<file path="src/rtl/serial_ripple_subtractor.sv">
// Bit-serial WIDTH-bit subtractor (out = in0 - in1, bout = borrow), LSB first, one bit per clock.
// Optional signed overflow output ovf enabled by defining SERIAL_SUB_SIGNED_OVF_EN.
module serial_ripple_subtractor #(
    parameter int WIDTH = 4
) (
    input  logic             clk,
    input  logic             rst_n,
    input  logic             start,
    input  logic [WIDTH-1:0] in0,
    input  logic [WIDTH-1:0] in1,
    output logic             busy,
    output logic             done,
    output logic [WIDTH-1:0] out,
    output logic             bout
`ifdef SERIAL_SUB_SIGNED_OVF_EN
    ,
    output logic             ovf
`endif
);

    typedef enum logic [1:0] {IDLE, SHIFT, DONE} state_t;

    localparam int CW = (WIDTH > 1) ? $clog2(WIDTH) : 1;
    localparam logic [CW-1:0] LAST = CW'(WIDTH - 1);

    state_t           state_q, state_d;
    logic [WIDTH-1:0] a_q, a_d;
    logic [WIDTH-1:0] b_q, b_d;
    logic [WIDTH-1:0] res_q, res_d;
    logic [WIDTH-1:0] out_q, out_d;
    logic [CW-1:0]    cnt_q, cnt_d;
    logic             borrow_q, borrow_d;
    logic             bout_q, bout_d;
`ifdef SERIAL_SUB_SIGNED_OVF_EN
    logic             a_msb_q, a_msb_d;
    logic             b_msb_q, b_msb_d;
    logic             ovf_q, ovf_d;
`endif

    // Single full-subtractor cell working on the current LSBs.
    logic diff_bit;
    logic borrow_nxt;
    assign diff_bit   = a_q[0] ^ b_q[0] ^ borrow_q;
    assign borrow_nxt = (~a_q[0] & b_q[0]) | (~(a_q[0] ^ b_q[0]) & borrow_q);

    always_comb begin
        state_d  = state_q;
        a_d      = a_q;
        b_d      = b_q;
        res_d    = res_q;
        out_d    = out_q;
        cnt_d    = cnt_q;
        borrow_d = borrow_q;
        bout_d   = bout_q;
`ifdef SERIAL_SUB_SIGNED_OVF_EN
        a_msb_d  = a_msb_q;
        b_msb_d  = b_msb_q;
        ovf_d    = ovf_q;
`endif
        case (state_q)
            IDLE: begin
                if (start) begin
                    a_d      = in0;
                    b_d      = in1;
                    res_d    = '0;
                    borrow_d = 1'b0;
                    cnt_d    = '0;
                    state_d  = SHIFT;
`ifdef SERIAL_SUB_SIGNED_OVF_EN
                    a_msb_d  = in0[WIDTH-1];
                    b_msb_d  = in1[WIDTH-1];
`endif
                end
            end
            SHIFT: begin
                res_d    = {diff_bit, res_q[WIDTH-1:1]};
                a_d      = a_q >> 1;
                b_d      = b_q >> 1;
                borrow_d = borrow_nxt;
                cnt_d    = cnt_q + CW'(1);
                if (cnt_q == LAST) begin
                    state_d = DONE;
                    out_d   = {diff_bit, res_q[WIDTH-1:1]};
                    bout_d  = borrow_nxt;
`ifdef SERIAL_SUB_SIGNED_OVF_EN
                    // Last diff_bit is the result MSB.
                    ovf_d   = (a_msb_q ^ b_msb_q) & (diff_bit ^ a_msb_q);
`endif
                end
            end
            DONE:    state_d = IDLE;
            default: state_d = IDLE;
        endcase
    end

    always_ff @(posedge clk or negedge rst_n) begin
        if (!rst_n) begin
            state_q  <= IDLE;
            a_q      <= '0;
            b_q      <= '0;
            res_q    <= '0;
            out_q    <= '0;
            cnt_q    <= '0;
            borrow_q <= 1'b0;
            bout_q   <= 1'b0;
`ifdef SERIAL_SUB_SIGNED_OVF_EN
            a_msb_q  <= 1'b0;
            b_msb_q  <= 1'b0;
            ovf_q    <= 1'b0;
`endif
        end else begin
            state_q  <= state_d;
            a_q      <= a_d;
            b_q      <= b_d;
            res_q    <= res_d;
            out_q    <= out_d;
            cnt_q    <= cnt_d;
            borrow_q <= borrow_d;
            bout_q   <= bout_d;
`ifdef SERIAL_SUB_SIGNED_OVF_EN
            a_msb_q  <= a_msb_d;
            b_msb_q  <= b_msb_d;
            ovf_q    <= ovf_d;
`endif
        end
    end

    assign busy = (state_q == SHIFT);
    assign done = (state_q == DONE);
    assign out  = out_q;
    assign bout = bout_q;
`ifdef SERIAL_SUB_SIGNED_OVF_EN
    assign ovf  = ovf_q;
`endif

endmodule

</file>
<file path="config.mk">
export PLATFORM = sky130hd
export DESIGN_NAME = serial_ripple_subtractor
export DESIGN_NICKNAME = d
export VERILOG_FILES = /design/src/rtl/serial_ripple_subtractor.sv
export SDC_FILE = /design/constraint.sdc
export NUM_CORES = 1
export LEC_CHECK = 0
export ABC_AREA = 1
export CORE_UTILIZATION = 40
export DETAILED_ROUTE_END_ITERATION = 10
export PLACE_DENSITY = 0.66
export RECOVER_POWER = 100
export SYNTH_ARGS = -nofsm -noshare
export SYNTH_HDL_FRONTEND = slang
export SYNTH_SLANG_ARGS = --single-unit
</file>
<file path="constraint.sdc">
create_clock -name clk -period 1.19 [get_ports clk]
set_clock_uncertainty 0.2 [all_clocks]
set_input_delay 0.2975 -clock clk [delete_from_list [all_inputs] [get_ports clk]]
set_output_delay 0.2975 -clock clk [all_outputs]
set_load 0.03 [all_outputs]
</file>
==> metrics.txt <==
Critical Path Fanout Max=2; most common cell in the synthesized netlist=nand2_1; detailed-route via count=874; vias in the first global route=845; synthesized cell area=between 900 and 1000 um^2; unrepaired setup endpoints after global routing=true; critical path capture point type=output port; Power Total=roughly 4.5 mW; post-layout minimum cycle time=around 1.6 ns; Via density=4.91; post-synth top area cell=dfrtp_1; dominant synthesized flop cell=dfrtp_1; Routed WL=around 2400 um; slew margin rel.=between 60% and 70%; CP max-delay cell=dfrtp_1; Commonest cells post-synth=nand2_1 (33), dfrtp_1 (21), inv_1 (16); critical path startpoint category=register; Initial Util=a little over two fifths; TritonCTS clock tree=built; Worst-Skew Late Latency=0.30 ns; root buffer cell=clkbuf_4; post-route ant nets=0; hold slack=0.292 ns; die height=51.3 um; min-delay worst type=input port to asynchronous set/reset pin; failing checks=negative setup slack; WP data arrival=about 1.1 ns; EDFF count, synth=0; HPWL Detailed=1480 um; setup ws final=-0.361 ns; Post-Syn Instances=about 110; Layout Cells excl Fill=178; Inserted Diodes=0; Synth area leaders=dfrtp_1 (54%), nand2_1 (13%), inv_1 (6.2%); XOR/XNOR share of the synthesized area=0%; fin. max-slew vios=0; Critical Path RT=just under 0.7 ns; P_leak=between 0.7 and 0.8 nW; GRT overflow=0; Cell Int Power=about 2.6 mW; Worst path max stage delay=0.42 ns; top cell type's share of synthesized area=54.0%; initial antenna violation count=0; cell mode on critical path=buf_6; count of different cell masters after synthesis=19; DR WL/cell=13.3 um; Reg clk slew, reported paths=between 0.1 and 0.15 ns; max cap viols=0; Final setup viols=28; Compound-Gate Fraction of Synth Area=roughly 9.1%; Port Buffers=17; placer congestion estimate=0.812; Seq/Total Area, Yosys=around 54%; Comb pwr share=between 60% and 70%; async set-reset flop share out of synthesis=100%; Die ar.=between 2000 and 3000 um^2; # placed instances=~160; die width=between 50 and 60 um; clock buffer depth=2; Area growth syn-to-layout=60.9%; Hold Violations, Final=0; DRC viols=0; hold buffers post-CTS=0; Clk pwr share=between 7 and 8%; syn_area_per_cell=8.93 um^2; I/O pin count=18; YS warnings=0; gr usage total=a little over a fifth; status=finished with violations; VDD IR-drop max=around 0.0021 V; Max Clock Freq=about 640 MHz; Core Area=~2300 um^2; power per cell area=around 2900 nW/um^2; main combinational cell family by area after synthesis=simple AND/OR/NAND/NOR gates; largest net degree at the start of global routing=22; first-pass GRT wire length=approximately 4000 um; Least-Margin Pin Slew=0.507 ns; CP Cell Sequence=buf_6 > nor2_4 > buf_6; Adder-Cell Fraction of Synth Area=3.34%; Num Clock Sinks=21; share of power burned in registers=roughly 28%; Crit path buffers/inverters=2; total CTS buffers=3; CP top delay family=flip-flops; DRT iter0 DRCs=12; htree depth=1; sw frac=a little over two fifths; mux contribution to synthesized area=0%; WS Path Type=register to output port; post-synthesis simple-gate area fraction=between 20 and 25%; Post-Syn Nets=roughly 120; total negative slack=-6.35 ns; share of cells above drive strength 1=approximately half; final worst-path cycle share=130%; register bit total from synthesis=21; Pre-Repair DR Iteration Count=4; Nets=164; # rows=17; total net switching power=1.92 mW
-- state kept, by name (all words and copies together), names as in the netlist --
| signal | cells |
|---|---|
| state_q | 2 |
| a_q | 4 |
| cnt_q | 2 |
| bout | 1 |
| res_q | 3 |
| out | 4 |
| b_q | 4 |
| borrow_q | 1 |
-- area by class of cell --
type,count,area [um^2]
Clock buffer,4,26.3
Fill cell,184,688
Inverter,18,72.6
Multi-Input combinational cell,69,502
Sequential cell,21,526
Tap cell,28,35.0
Timing Repair Buffer,38,405
-- layer usage --
| layer | part of all wire [%] | global-route usage, % | vias up | routed length (um) |
|---|---|---|---|---|
| met4 | 0.51 | 4.05 | 0 | 12 |
| met3 | 2.9 | 6.25 | 2 | 68 |
| met5 | 0 | 0 | - | 0 |
| li1 | - | - | 430 | - |
| met1 | 44 | 28.8 | 433 | 1050 |
| met2 | 52 | 34.4 | 9 | 1230 |
-- through the flow --
stage,utilization (%),worst slack (ns),instance area [um^2]
final,69.5,-0.361,1570
after global routing,69.5,-0.445,1570
after CTS,67.6,-0.372,1530
after detailed placement,58.0,-0.359,1310
after global placement,58.0,-0.320,1310
after floorplan,-,-0.118,1010
-- worst paths after layout --
path / start / to / slack [ns] / cells after the start
worst max-delay path: state_q[0]$_DFFE_PN0P_ / done / -0.36 / 3
worst min register to register: b_q[0]$_DFFE_PN0P_ / b_q[0]$_DFFE_PN0P_ / 0.30 / 2
max in group asynchronous: rst_n / res_q[1]$_DFFE_PN0P_ / 0.15 / 2
worst min-delay path: rst_n / b_q[2]$_DFFE_PN0P_ / 0.29 / 2
worst max register to register: state_q[0]$_DFFE_PN0P_ / a_q[2]$_DFFE_PN0P_ / -0.32 / 8
min in group clk: b_q[0]$_DFFE_PN0P_ / b_q[0]$_DFFE_PN0P_ / 0.30 / 2
-- power groups by stage --
stage                     clock [mW]  combinational, mW  sequential [mW]
final                          0.334               2.93             1.26
after global routing           0.394               3.15             1.30
after CTS                      0.353               2.71             1.25
after detailed placement           0               2.11             1.24
after global placement             0               2.07             1.22
after floorplan                    0               1.19             1.37
-- cells in the final DEF, fill, tap and decap left out, drive strengths merged --
| cell type | synthesis | routed |
|---|---|---|
| nor2 | 4 | 4 |
| nand3 | 11 | 11 |
| nand4 | 1 | 1 |
| clkdlybuf4s50 | 0 | 9 |
| o21ai | 11 | 11 |
| dlygate4sd3 | 0 | 1 |
| nand2 | 37 | 38 |
| inv | 18 | 18 |
| ha | 1 | 1 |
| buf | 2 | 27 |
| dfrtp | 21 | 21 |
| clkbuf | 0 | 5 |
| a21oi | 1 | 1 |
| fa | 1 | 1 |
| o22ai | 1 | 1 |
-- cell families after synthesis --
logic type / count (synthesis)
adder cells (fa/ha/maj): 2
flip-flops: 21
AND/OR/NAND/NOR: 53
buffers and inverters: 20
AO/OA/AOI/OAI: 13
-- timing repair --
action                     CTS  global route
pin swaps                    3             7
cloned                       2             0
setup endpoints to repair   26            28
buffers inserted             6             4
hold endpoints to repair     0             0
resized for setup           31            14
No activity file was read; power rests on OpenSTA's default activity.
